$ cat config.mk
export PLATFORM = sky130hd
export DESIGN_NAME = apbuart_master_arb
export DESIGN_NICKNAME = d
export VERILOG_FILES = /design/src/rtl/apbuart_master_arb.sv
export SDC_FILE = /design/constraint.sdc
export NUM_CORES = 1
export LEC_CHECK = 0
export ABC_AREA = 1
export CAP_MARGIN = 20
export CORE_AREA = 2 2 127 129
export CTS_BUF_LIST = sky130_fd_sc_hd__clkbuf_16
export DETAILED_ROUTE_END_ITERATION = 16
export DIE_AREA = 0 0 129 131
export PLACE_DENSITY = 0.83
export SLEW_MARGIN = 0
export SYNTH_ARGS = -nofsm -noshare
export SYNTH_HDL_FRONTEND = slang
export SYNTH_SLANG_ARGS = --single-unit
export TNS_END_PERCENT = 1
$ cat constraint.sdc
create_clock -name PCLK -period 1.4 [get_ports PCLK]
set_input_delay 0.28 -clock PCLK [delete_from_list [all_inputs] [get_ports PCLK]]
set_output_delay 0.28 -clock PCLK [all_outputs]
set_load 0.005 [all_outputs]
$ cat src/rtl/apbuart_master_arb.sv
// Two-requester APB master for the shared UART slave: round-robin grant, SETUP/ACCESS
// sequencing, PREADY wait with an optional wait-state timeout, per-requester completion.
module apbuart_master_arb #(
    parameter int ADDR_W         = 32,
    parameter int DATA_W         = 32,
    parameter int TIMEOUT_CYCLES = 16
) (
    input  logic              PCLK,
    input  logic              PRESET,
    input  logic              req0_valid,
    input  logic              req0_write,
    input  logic [ADDR_W-1:0] req0_addr,
    input  logic [DATA_W-1:0] req0_wdata,
    output logic              req0_done,
    output logic [DATA_W-1:0] req0_rdata,
    output logic              req0_err,
    input  logic              req1_valid,
    input  logic              req1_write,
    input  logic [ADDR_W-1:0] req1_addr,
    input  logic [DATA_W-1:0] req1_wdata,
    output logic              req1_done,
    output logic [DATA_W-1:0] req1_rdata,
    output logic              req1_err,
    output logic              PSELx,
    output logic              PENABLE,
    output logic              PWRITE,
    output logic [ADDR_W-1:0] PADDR,
    output logic [DATA_W-1:0] PWDATA,
    input  logic [DATA_W-1:0] PRDATA,
    input  logic              PREADY,
    input  logic              PSLVERR,
    output logic              busy
);

    localparam int CNT_W = (TIMEOUT_CYCLES > 1) ? $clog2(TIMEOUT_CYCLES) : 1;
    localparam logic [CNT_W-1:0] CNT_LAST = CNT_W'(TIMEOUT_CYCLES - 1);

    typedef enum logic [1:0] {
        ST_IDLE   = 2'd0,
        ST_SETUP  = 2'd1,
        ST_ACCESS = 2'd2,
        ST_DONE   = 2'd3
    } state_t;

    state_t              state_r, state_nxt_s;
    logic                psel_r, psel_nxt_s;
    logic                penable_r, penable_nxt_s;
    logic                pwrite_r, pwrite_nxt_s;
    logic [ADDR_W-1:0]   paddr_r, paddr_nxt_s;
    logic [DATA_W-1:0]   pwdata_r, pwdata_nxt_s;
    logic                done0_r, done0_nxt_s, done1_r, done1_nxt_s;
    logic                err0_r, err0_nxt_s, err1_r, err1_nxt_s;
    logic [DATA_W-1:0]   rdata0_r, rdata0_nxt_s, rdata1_r, rdata1_nxt_s;
    logic                busy_r;
    logic                owner_r, owner_nxt_s;
    logic                last_grant_r, last_grant_nxt_s;
    logic [CNT_W-1:0]    cnt_r, cnt_nxt_s;
    logic                grant1_s;
    logic                fin_s, fin_err_s;
    logic [DATA_W-1:0]   fin_rdata_s;

    // Next-state and next-output decode; completion results are routed to the owner afterwards
    always_comb begin
        state_nxt_s      = state_r;
        psel_nxt_s       = psel_r;
        penable_nxt_s    = penable_r;
        pwrite_nxt_s     = pwrite_r;
        paddr_nxt_s      = paddr_r;
        pwdata_nxt_s     = pwdata_r;
        owner_nxt_s      = owner_r;
        last_grant_nxt_s = last_grant_r;
        cnt_nxt_s        = cnt_r;
        done0_nxt_s      = 1'b0;
        done1_nxt_s      = 1'b0;
        err0_nxt_s       = 1'b0;
        err1_nxt_s       = 1'b0;
        rdata0_nxt_s     = {DATA_W{1'b0}};
        rdata1_nxt_s     = {DATA_W{1'b0}};
        fin_s            = 1'b0;
        fin_err_s        = 1'b0;
        fin_rdata_s      = {DATA_W{1'b0}};
        // Requester 1 wins when alone, or when both ask and requester 0 was served last
        grant1_s         = req1_valid && (!req0_valid || (last_grant_r == 1'b0));

        case (state_r)
            ST_IDLE: begin
                if (req0_valid || req1_valid) begin
                    owner_nxt_s      = grant1_s;
                    last_grant_nxt_s = grant1_s;
                    pwrite_nxt_s     = grant1_s ? req1_write : req0_write;
                    paddr_nxt_s      = grant1_s ? req1_addr  : req0_addr;
                    pwdata_nxt_s     = grant1_s ? req1_wdata : req0_wdata;
                    psel_nxt_s       = 1'b1;
                    penable_nxt_s    = 1'b0;
                    cnt_nxt_s        = {CNT_W{1'b0}};
                    state_nxt_s      = ST_SETUP;
                end else begin
                    state_nxt_s = ST_IDLE;
                end
            end
            ST_SETUP: begin
                penable_nxt_s = 1'b1;
                cnt_nxt_s     = {CNT_W{1'b0}};
                state_nxt_s   = ST_ACCESS;
            end
            ST_ACCESS: begin
                if (PREADY) begin
                    fin_s         = 1'b1;
                    fin_err_s     = PSLVERR;
                    fin_rdata_s   = pwrite_r ? {DATA_W{1'b0}} : PRDATA;
                    psel_nxt_s    = 1'b0;
                    penable_nxt_s = 1'b0;
                    state_nxt_s   = ST_DONE;
                end else if ((TIMEOUT_CYCLES != 0) && (cnt_r == CNT_LAST)) begin
                    fin_s         = 1'b1;
                    fin_err_s     = 1'b1;
                    psel_nxt_s    = 1'b0;
                    penable_nxt_s = 1'b0;
                    state_nxt_s   = ST_DONE;
                end else begin
                    cnt_nxt_s = cnt_r + CNT_W'(1);
                end
            end
            ST_DONE: begin
                state_nxt_s = ST_IDLE;
            end
            default: begin
                psel_nxt_s    = 1'b0;
                penable_nxt_s = 1'b0;
                state_nxt_s   = ST_IDLE;
            end
        endcase

        if (fin_s) begin
            if (owner_r) begin
                done1_nxt_s  = 1'b1;
                err1_nxt_s   = fin_err_s;
                rdata1_nxt_s = fin_rdata_s;
            end else begin
                done0_nxt_s  = 1'b1;
                err0_nxt_s   = fin_err_s;
                rdata0_nxt_s = fin_rdata_s;
            end
        end else begin
            cnt_nxt_s = cnt_nxt_s;
        end
    end

    // State, bus and completion registers with synchronous reset
    always_ff @(posedge PCLK) begin
        if (PRESET) begin
            state_r      <= ST_IDLE;
            psel_r       <= 1'b0;
            penable_r    <= 1'b0;
            pwrite_r     <= 1'b0;
            paddr_r      <= {ADDR_W{1'b0}};
            pwdata_r     <= {DATA_W{1'b0}};
            done0_r      <= 1'b0;
            done1_r      <= 1'b0;
            err0_r       <= 1'b0;
            err1_r       <= 1'b0;
            rdata0_r     <= {DATA_W{1'b0}};
            rdata1_r     <= {DATA_W{1'b0}};
            busy_r       <= 1'b0;
            owner_r      <= 1'b0;
            last_grant_r <= 1'b1;
            cnt_r        <= {CNT_W{1'b0}};
        end else begin
            state_r      <= state_nxt_s;
            psel_r       <= psel_nxt_s;
            penable_r    <= penable_nxt_s;
            pwrite_r     <= pwrite_nxt_s;
            paddr_r      <= paddr_nxt_s;
            pwdata_r     <= pwdata_nxt_s;
            done0_r      <= done0_nxt_s;
            done1_r      <= done1_nxt_s;
            err0_r       <= err0_nxt_s;
            err1_r       <= err1_nxt_s;
            rdata0_r     <= rdata0_nxt_s;
            rdata1_r     <= rdata1_nxt_s;
            busy_r       <= (state_nxt_s != ST_IDLE);
            owner_r      <= owner_nxt_s;
            last_grant_r <= last_grant_nxt_s;
            cnt_r        <= cnt_nxt_s;
        end
    end

    assign PSELx      = psel_r;
    assign PENABLE    = penable_r;
    assign PWRITE     = pwrite_r;
    assign PADDR      = paddr_r;
    assign PWDATA     = pwdata_r;
    assign req0_done  = done0_r;
    assign req0_rdata = rdata0_r;
    assign req0_err   = err0_r;
    assign req1_done  = done1_r;
    assign req1_rdata = rdata1_r;
    assign req1_err   = err1_r;
    assign busy       = busy_r;

endmodule

# After elaboration in Yosys (flattened, before gate mapping)

Index checks and enable logic that the tools add are counted.

Output and inout port bits: 136
Bits in registers: 144
Input bits: 168

Bitwise operators: 3
Add/sub/neg operators: 1
Reductions and logical operators: 15
Multiplexer cells: 27
Equality and inequality tests: 8

Operators with widths:

| cell                                           | count |
|---|---|
| 2-to-1 mux 32 bit                              | 5 |
| 2-to-1 mux 1 bit                               | 13 |
| 2-to-1 mux 4 bit                               | 3 |
| one-hot mux 4 bit (3 select lines)             | 1 |
| one-hot mux 2 bit (4 select lines)             | 1 |
| inequality test 2 bit (second input constant)  | 3 |
| AND reduction 3 bit                            | 2 |
| OR reduction 3 bit                             | 2 |
| adder 4 x 1 -> 4 bit (second input constant)   | 1 |
| == test 2 bit (second input constant)          | 2 |
| == test 4 bit (second input constant)          | 1 |
| 2-to-1 mux 2 bit                               | 2 |
| AND reduction 4 bit                            | 1 |
| nonzero test 2 bit                             | 2 |
| inequality test 3 bit (second input constant)  | 1 |
| NOT 1 bit                                      | 3 |
| one-hot mux 1 bit (3 select lines)             | 1 |
| nonzero test 3 bit                             | 1 |
| == test 2 x 1 -> 1 bit (second input constant) | 1 |
| zero test 2 bit                                | 1 |
| logical OR 1 bit                               | 2 |
| one-hot mux 1 bit (2 select lines)             | 1 |
| AND reduction 2 bit                            | 1 |
| OR reduction 2 bit                             | 1 |
| other kinds (2)                                | 2 |

# Longest topological paths before layout

Gate-level depths: netlist of run 1.

Word-level depth: 6
Mapped depth: 8

# Worst setup path after synthesis of run 1

Ideal clock, no wire load.

Path type: flip-flop to flip-flop
From: register state_r[0]
To: register cnt_r[3]
Clock period less this slack: 1444 ps
Stages on the path, launching flop included: 7
Data arrival time: 1330 ps
Setup slack: -44 ps
Data required time: 1286 ps
Path buffers: 0
Cells stage by stage: dfxtp_1 inv_1 ha_1 a21oi_1 nand2_2 a21oi_1 nor2_1

Cells in the longest elaborated chain, start to end: 3

Ends and longest elaborated chain:

| what                                                                         | RTL line | RTL |
|---|---|---|
| start, declared                                                              | 45       | `state_t state_r, state_nxt_s;` |
| start signal, assigned                                                       | 169      | `state_r <= state_nxt_s;` |
| == test 2 bit (tied with other cells)                                        | 85       | `case (state_r)` |
| inequality test 2 bit (no line) / nonzero test 3 bit (equally long branches) | --       |  |
| AND reduction 4 bit (no line)                                                | --       |  |
| end signal, assigned                                                         | 167      | `cnt_r <= {CNT_W{1'b0}};` |
| end signal, assigned                                                         | 184      | `cnt_r <= cnt_nxt_s;` |
| end, declared                                                                | 57       | `logic [CNT_W-1:0] cnt_r, cnt_nxt_s;` |

Several ways; a longest one is shown, not always the timed one.
A chain may end at the register's enable or synchronous reset.

# Worst setup path after layout of run 1

From: register state_r[1]
To: register pwdata_r[22], in the netlist PWDATA[22]

Cells in the longest elaborated chain, start to end: 2

Ends and longest elaborated chain:

| what                          | RTL line | RTL |
|---|---|---|
| zero test 2 bit               | 85       |  |
| AND reduction 2 bit (no line) | --       |  |
| end signal, assigned          | 157      | `pwdata_r <= {DATA_W{1'b0}};` |
| end signal, assigned          | 174      | `pwdata_r <= pwdata_nxt_s;` |
| end, declared                 | 50       | `logic [DATA_W-1:0] pwdata_r, pwdata_nxt_s;` |

Every way passes these cells.

==> results.txt, run 1 <==
The flow ran to the end, but the final reports show violations. The checks that failed: setup timing. The count of final max-slew check failures was 0.

The setup path with the least slack is of type register to register. The transition time at the pin with the least slew margin was 0.335 ns; the final worst slack was -0.0138 ns. For the clock latency of the later-clocked register in the worst-skew pair, the log shows 0.41 ns. The initial utilization of the core area, before any placement, comes to 33.4%.

The H-tree generated during clock tree synthesis spans 4 levels. The standby leakage power is 4.23 nW. The antenna violation net count after detailed routing is 0, and the power per cell area is 1460 nW/um2.

The number of distinct standard cells referenced by the synthesized netlist is 24, and the wire length of the first global-routing pass is 24800 um. TritonCTS built the clock tree. In this run the tool buffered the top-level ports with 303 buffer cells.

In the routed design, unresolved DRC markers number 0. The initial antenna violation count was 0. The cell with the biggest individual delay on the critical path was sky130_fd_sc_hd__dfxtp_4.

The kind of cell with the highest combined delay along the critical path is buffers and inverters. The filler cell count came out at 1384. The count of antenna diodes in the layout was 0; the highest fanout seen on the critical path was 8. The tools report the arrival time of the worst setup path as 1.74 ns.

Traced cell by cell, the critical path runs through inv_4 -> ha_4 -> inv_2 -> nor2_4 -> buf_12 -> buf_8 -> clkbuf_16 -> a31oi_1. STA classifies the critical path startpoint as a register. The post-route clock period utilization is 101%. In the layout the commonest cells are sky130_fd_sc_hd__nand2_1, sky130_fd_sc_hd__clkdlybuf4s50_1, sky130_fd_sc_hd__dlygate4sd2_1.

When the netlist entered floorplanning its net count stood at 800. Number of vias per cell: 4.65. The clock transition at the registers of the reported paths was 0.07 ns; the average wire per standard cell was 15.6 um.

The floorplan core area is 15600 um2. The synthesis-to-finish area growth came out at 80.7%. The total of warnings raised by yosys came out at 0.

Detailed placement ended at an HPWL of 12500 um. The tools report the wire length on met2 as 9270 um. The number of clock buffers added by TritonCTS is 17. For the required time of the worst setup path, the log shows 1.72 ns. The logs give 55.4% for the part of the Yosys area used for sequential elements and 7170 um for the routed metal-1 wirelength. Row generation in the floorplan step produced 46 rows. The layout cell share with drive strength beyond 1 is 13.4%, and the setup slack after placement is -0.333 ns. The maximum number of pins on one net before global-route repair is 61, and the maximum vdd drop is 0.866 mV. Headroom to the max-slew limit came out at 77.5%. Wire segments on met3 add up to 1620 um in the final route. Timing would allow up to 707 MHz. CTS saw 144 sinks.

The run gives 0 as the max-capacitance violation count. The critical path endpoint category was a register. The run gives 304 as the top-level port count. Global routing consumed, over all layers together, 19.0% of the routing resources. For this run, the slowest stage of the critical path takes 0.38 ns.

After synthesis the cells add up to 5210 um2. In the final design database the tool counted 1132 nets. Leaving out fill and tap cells, the most frequent cell in the layout is sky130_fd_sc_hd__nand2_1. A synthesized cell averages 8.32 um2. The path class of the tightest hold or removal check is input port to register. Area of the die: 16900 um2. For the number of global-route vias before repair, the log shows 4918.

Setup repair after global routing could not meet its margin everywhere. The tools report the vias after detailed routing as 5515. The combined buffer and inverter count along the critical path works out to 5. The detailed router finished its first iteration with 232 violations. The logs give 0 for the leftover overflow at the end of global routing and 0.808 for the routability congestion estimate. The placed instances occupy a cell area of 8680 um2. The run gives 4 as the iteration count of the initial detailed-routing pass. Clock skew on the completed layout was measured at 0.0104 ns. The tools report the total wire length as 18500 um. The shortest clock period the worst path allows after layout works out to 1.41 ns.

The cell count after synthesis came out at 626. Area of all placed cells without fillers: 9410 um2. The tree is rooted in a sky130_fd_sc_hd__clkbuf_16.

The number of hold-slack violations in the final timing report was 0. The die is 129 um wide. Setup violation total in the final timing report: 4. The synthesized design contains 144 register bits. The highest layer touched by signal routing is met4. The die is 131 um tall. The tools report the maximum buffer depth of the clock tree as 2.
cell type report:
| type | instances | area [um2] | area share (%) |
|---|---|---|---|
| Inverter | 18 | 73.8 | 0.785 |
| Sequential cell | 144 | 2900 | 30.8 |
| Multi-Input combinational cell | 420 | 2060 | 22.0 |
| Tap cell | 216 | 270 | 2.87 |
| Clock buffer | 17 | 425 | 4.52 |
| Clock inverter | 15 | 123 | 1.30 |
| Timing Repair Buffer | 357 | 3550 | 37.8 |
synthesized netlist by cell type:
cell type / count / area, um2
sky130_fd_sc_hd__a31oi_1: 65 / 407
sky130_fd_sc_hd__buf_2: 20 / 100
sky130_fd_sc_hd__nand3_1: 7 / 35.0
sky130_fd_sc_hd__ha_1: 6 / 75.1
sky130_fd_sc_hd__a21oi_1: 12 / 60.1
sky130_fd_sc_hd__nand3_4: 2 / 35.0
sky130_fd_sc_hd__o21ai_1: 11 / 55.1
sky130_fd_sc_hd__o21ai_0: 55 / 275
sky130_fd_sc_hd__nand4_1: 1 / 6.26
sky130_fd_sc_hd__buf_6: 11 / 124
sky130_fd_sc_hd__o21bai_1: 1 / 7.51
sky130_fd_sc_hd__inv_2: 2 / 7.51
sky130_fd_sc_hd__clkinv_1: 1 / 3.75
sky130_fd_sc_hd__nor2_2: 9 / 56.3
sky130_fd_sc_hd__inv_1: 14 / 52.6
sky130_fd_sc_hd__nor3_4: 1 / 16.3
sky130_fd_sc_hd__clkinv_2: 1 / 5.00
sky130_fd_sc_hd__buf_4: 1 / 7.51
sky130_fd_sc_hd__nand2_1: 184 / 691
sky130_fd_sc_hd__clkbuf_1: 12 / 45.0
sky130_fd_sc_hd__nor2_1: 63 / 236
sky130_fd_sc_hd__dfxtp_1: 144 / 2880
sky130_fd_sc_hd__nand3_2: 1 / 10.0
sky130_fd_sc_hd__nand2_2: 2 / 12.5
routing by layer:
layer | vias to the layer above | track usage, %
li1 | 2737 | -
met1 | 2508 | 20.9
met2 | 246 | 33.4
met3 | 24 | 7.74
met4 | 0 | 6.78
met5 | - | 0
registers in the layout (all words and copies together), names as in the netlist:
register and flops:
PADDR 32, PENABLE 1, PSELx 1, PWDATA 32, PWRITE 1, busy 1, cnt_r 4, last_grant_r 1
owner_r 1, req0_done 1, req0_err 1, req0_rdata 32, req1_done 1, req1_err 1, req1_rdata 32, state_r 2
per-stage QoR:
stage	instances	total power [mW]	hold WS [ns]	utilization, %	setup TNS (ns)
2_1_floorplan	626	6.81	0.349	-	0
3_3_place_gp	1142	9.04	0.456	55.6	-23.95
3_5_place_dp	1142	9.11	0.461	55.6	-28.40
4_1_cts	1174	13.0	0.411	58.2	-0.000978
5_1_grt	1187	14.5	0.412	60.3	-4.44
6_report	1187	13.8	0.431	60.3	-0.0412
worst register-to-register path, delay by kind of cell (launching register included):
kind	cells	cell delay, ns
buffers and inverters	5	0.57
flip-flops	1	0.38
AO/OA/AOI/OAI	1	0.19
adder cells (fa/ha/maj)	1	0.17
AND/OR/NAND/NOR	1	0.04
worst paths after layout:
check	start	endpoint	slack (ns)	cells after the start
max reg2reg	state_r[1]$_SDFF_PP0_	PWDATA[22]$_SDFFE_PP0P_	-0.01	8
max	state_r[1]$_SDFF_PP0_	PWDATA[22]$_SDFFE_PP0P_	-0.01	8
min reg2reg	PENABLE$_SDFFE_PP0P_	PENABLE$_SDFFE_PP0P_	0.47	2
min	req0_addr[23]	PADDR[23]$_SDFFE_PP0P_	0.43	3
power breakdown:
part | switching [mW] | internal (mW)
combinational | 2.13 | 2.36
sequential | 0.332 | 4.76
clock | 1.88 | 2.32
total | 4.35 | 9.43
kinds of logic after synthesis:
| kind of cell | after synthesis | share of synthesized area (%) |
|---|---|---|
| DFF | 144 | 55.4 |
| buffers and inverters | 62 | 6.63 |
| AOI/OAI and AO/OA | 144 | 15.5 |
| adders and majority gates | 6 | 1.44 |
| and+or+nand+nor | 270 | 21.1 |
timing repair:
| action | in CTS | in global routing |
|---|---|---|
| buffers inserted | 0 | 4 |
| pin swaps | 2 | 45 |
| cloned | 0 | 9 |
| resized for setup | 152 | 40 |
| endpoints found under the setup margin | 209 | 124 |
| hold buffers | 0 | 0 |
Power figures use the tool's default switching activity.
==> run 2: changes to the inputs <==
--- a/config.mk
+++ b/config.mk
@@ -7,11 +7,12 @@
 export LEC_CHECK = 0
 export ABC_AREA = 1
 export CAP_MARGIN = 20
-export CORE_AREA = 2 2 127 129
+export CORE_AREA = 2 2 116 141
 export CTS_BUF_LIST = sky130_fd_sc_hd__clkbuf_16
 export DETAILED_ROUTE_END_ITERATION = 16
-export DIE_AREA = 0 0 129 131
+export DIE_AREA = 0 0 118 143
 export PLACE_DENSITY = 0.83
+export SETUP_SLACK_MARGIN = 0.5
 export SLEW_MARGIN = 0
 export SYNTH_ARGS = -nofsm -noshare
 export SYNTH_HDL_FRONTEND = slang
==> run 2 against run 1 <==
  * The run still ends with setup timing left
  * Cell area up 2.9%
  * Global-route usage up 4.4 points
  * Count of clock-buffer cells in the layout unchanged
  * Non-clock buffer count down 3
  * Clock power up 4%
  * Maximum frequency down 1.5%
  * Highest routed layer unchanged
==> results.txt, run 2 (same netlist as run 1, synthesis figures left out) <==
The die width works out to 118 um (was 129 um). The initial antenna violation count was 0 (unchanged); the power per cell area was 1500 nW/um2 (was 1460 nW/um2). Leading cell types in the layout, fill and taps excluded: sky130_fd_sc_hd__clkdlybuf4s50_1, sky130_fd_sc_hd__nand2_1, sky130_fd_sc_hd__dfxtp_1 (was sky130_fd_sc_hd__nand2_1, sky130_fd_sc_hd__clkdlybuf4s50_1, sky130_fd_sc_hd__dlygate4sd2_1). The average wire per standard cell is 17.1 um (was 15.6 um), and the internal power summed over all cells is 9.82 mW (was 9.43 mW). The antenna violation net count after detailed routing was 0 (unchanged).

The number of global-route vias before repair was 5722 (was 4918). Vertical die dimension: 143 um (was 131 um). The clock power share is 29.9% (was 30.5%). The standby leakage power was 4.13 nW (was 4.23 nW). The switching portion of total power is 32.5% (was 31.6%). The tools report the total negative setup slack as -0.122 ns (was -0.0412 ns). The worst min-delay path class is input port to register (unchanged).

The tools report the number of DRC markers after the initial detailed-route iteration as 316 (was 232). The synthesis-to-finish area growth was 85.9% (was 80.7%); the clock sink count was 144 (unchanged). Maximum vdd drop: 0.723 mV (was 0.866 mV).

The post-route clock period utilization came out at 102% (was 101%). The category of the most critical setup path is register to register (unchanged). The number of vias per cell is 4.85 (was 4.65).

The tools report the count of antenna diodes in the layout as 0 (unchanged). The logs give 38 (was 61) for the maximum number of pins on one net before global-route repair and 30600 um (was 24800 um) for the wire length of the first global-routing pass. Setup repair after global routing could not meet its margin everywhere. Area of the die: 16900 um2 (about the same). The critical path endpoint category was a register (unchanged). The run finished, with violations left.

Failing checks: setup timing (unchanged). The number of hold-slack violations in the final timing report was 0 (unchanged). The DRC violation count after routing is 0 (unchanged), and the transition time at the pin with the least slew margin is 0.325 ns (was 0.335 ns). The tools report the routability congestion estimate as 0.774 (was 0.808). The logs give 33.7% (was 33.4%) for the initial core utilization and 304 (unchanged) for the top-level port count. The switching power is 4.73 mW (was 4.35 mW).

The layout cell share with drive strength beyond 1 is 35.7% (was 13.4%). The clock latency of the later-clocked register in the worst-skew pair was 0.42 ns (was 0.41 ns); the iteration count of the initial detailed-routing pass was 4 (unchanged). The logs give 23.4% (was 19.0%) for the total global routing track utilization and 12 (was 4) for the setup violation total in the final timing report. For the number of buffers added by the clock tree synthesis step, the log shows 17 (unchanged).

The logs give 0.277 ns (was 0.431 ns) for the worst hold slack and 0 (unchanged) for the number of buffers inserted by hold repair at cts. The tools report the number of standard-cell rows in the floorplan as 50 (was 46). The run gives 1176 (was 1187) as the final instance count without filler cells.

For the placed instance count, the log shows 1129 (was 1142). TritonCTS built the clock tree. The tools report the root buffer cell as sky130_fd_sc_hd__clkbuf_16 (unchanged). The HPWL after detailed placement was 13300 um (was 12500 um). For the required time of the worst setup path, the log shows 1.74 ns (was 1.72 ns). The tools report the deepest level of the CTS H-tree as 4 (unchanged). The combinational fraction of design power came out at 34.1% (was 32.6%). The run gives 20100 um (was 18500 um) as the total wire length. The arrival time of the worst setup path was 1.78 ns (was 1.74 ns); the final worst slack was -0.0349 ns (was -0.0138 ns).

The headroom to the max-slew limit came out at 78.3% (was 77.5%). The maximum frequency from static timing analysis is 697 MHz (was 707 MHz), and the highest fanout seen on the critical path is 13 (was 8). The startpoint class of the critical path is a register (unchanged). The proportion of power drawn by flip-flops and latches was 36.0% (was 36.9%); the placement-stage cell area was 8680 um2 (about the same).

The area of all placed cells without fillers was 9680 um2 (was 9410 um2). Clock transition at the registers of the reported paths: 0.07 ns (about the same). The commonest non-fill, non-tap cell in the layout was sky130_fd_sc_hd__clkdlybuf4s50_1 (was sky130_fd_sc_hd__nand2_1).

The count of final max-slew check failures was 0 (unchanged); the floorplan core area was 15500 um2 (was 15600 um2). The filler cell count is 1261 (was 1384). The logs give 2 (unchanged) for the maximum buffer depth of the clock tree and 0 (unchanged) for the max-capacitance violation count. The leftover overflow at the end of global routing is 0 (unchanged). Number of buffers added on ports: 303 (unchanged). For the final-stage net count, the log shows 1129 (was 1132).

The shortest clock period the worst path allows after layout was 1.43 ns (was 1.41 ns); the worst-case clock skew was 0.00732 ns (was 0.0104 ns). The logs give 5703 (was 5515) for the vias after detailed routing and 62.6% (was 60.3%) for the post-route core utilization.
## run 2: metrics by stage
stage	worst slack (ns)	power (mW)
floorplan	0.182	6.98
detailed placement	-0.330	9.21
CTS	-0.0292	14.2
finish	-0.0349	14.6
global route	-0.103	15.3
global placement	-0.305	9.10
## run 2: layout make-up
type / instances / area (um2) / share of cell area, %
Clock buffer: 17 / 425 / 4.40
Clock inverter: 15 / 145 / 1.50
Inverter: 18 / 82.6 / 0.853
Multi-Input combinational cell: 420 / 2340 / 24.1
Sequential cell: 144 / 2960 / 30.6
Tap cell: 208 / 260 / 2.69
Timing Repair Buffer: 354 / 3470 / 35.9
## run 2: worst max-delay path, cell delays in order (launching register included)
cell	delay (ns)
sky130_fd_sc_hd__dfxtp_4	0.36
sky130_fd_sc_hd__inv_4	0.08
sky130_fd_sc_hd__ha_4	0.18
sky130_fd_sc_hd__inv_4	0.04
sky130_fd_sc_hd__nor3_4	0.14
sky130_fd_sc_hd__buf_12	0.18
sky130_fd_sc_hd__buf_12	0.16
sky130_fd_sc_hd__nand2_4	0.06
sky130_fd_sc_hd__nor2_1	0.15
## run 2: path summary, 6_finish.rpt
check	start	endpoint	slack [ns]	cells past startpoint
max	state_r[0]$_SDFF_PP0_	req1_rdata[15]$_SDFF_PP0_	-0.03	8
min	PRESET	PENABLE$_SDFFE_PP0P_	0.28	3
max reg2reg	state_r[0]$_SDFF_PP0_	req1_rdata[15]$_SDFF_PP0_	-0.03	8
min reg2reg	last_grant_r$_SDFFE_PP1P_	last_grant_r$_SDFFE_PP1P_	0.50	2
## run 2: repair_timing
action,in CTS,in global routing
pin swaps,66,21
setup buffers,5,4
endpoints found under the setup margin,279,280
gates cloned,4,2
resized for setup,659,52
## run 2: per-layer routing
layer | vias to the layer above | share of wire [%] | global-route usage, %
met2 | 287 | 51 | 41.2
met4 | 0 | 2.7 | 9.70
met1 | 2647 | 38 | 26.1
met3 | 35 | 7.8 | 7.79
met5 | - | 0 | 0
li1 | 2734 | - | -
## run 2: power groups by stage
stage / Clock (mW) / Sequential (mW) / Combinational, mW
after floorplan: 0 / 5.20 / 1.78
after global placement: 0 / 5.17 / 3.93
after detailed placement: 0 / 5.20 / 4.01
after CTS: 4.41 / 5.21 / 4.62
after global routing: 4.64 / 5.32 / 5.33
final: 4.36 / 5.24 / 4.96
==> run 3: changes to the inputs <==
--- a/config.mk
+++ b/config.mk
@@ -13,7 +13,6 @@
 export DIE_AREA = 0 0 118 143
 export PLACE_DENSITY = 0.83
 export SETUP_SLACK_MARGIN = 0.5
-export SLEW_MARGIN = 0
 export SYNTH_ARGS = -nofsm -noshare
 export SYNTH_HDL_FRONTEND = slang
 export SYNTH_SLANG_ARGS = --single-unit
==> results of run 3 <==
Final layout, timing and power as in run 2 (identical DEF).
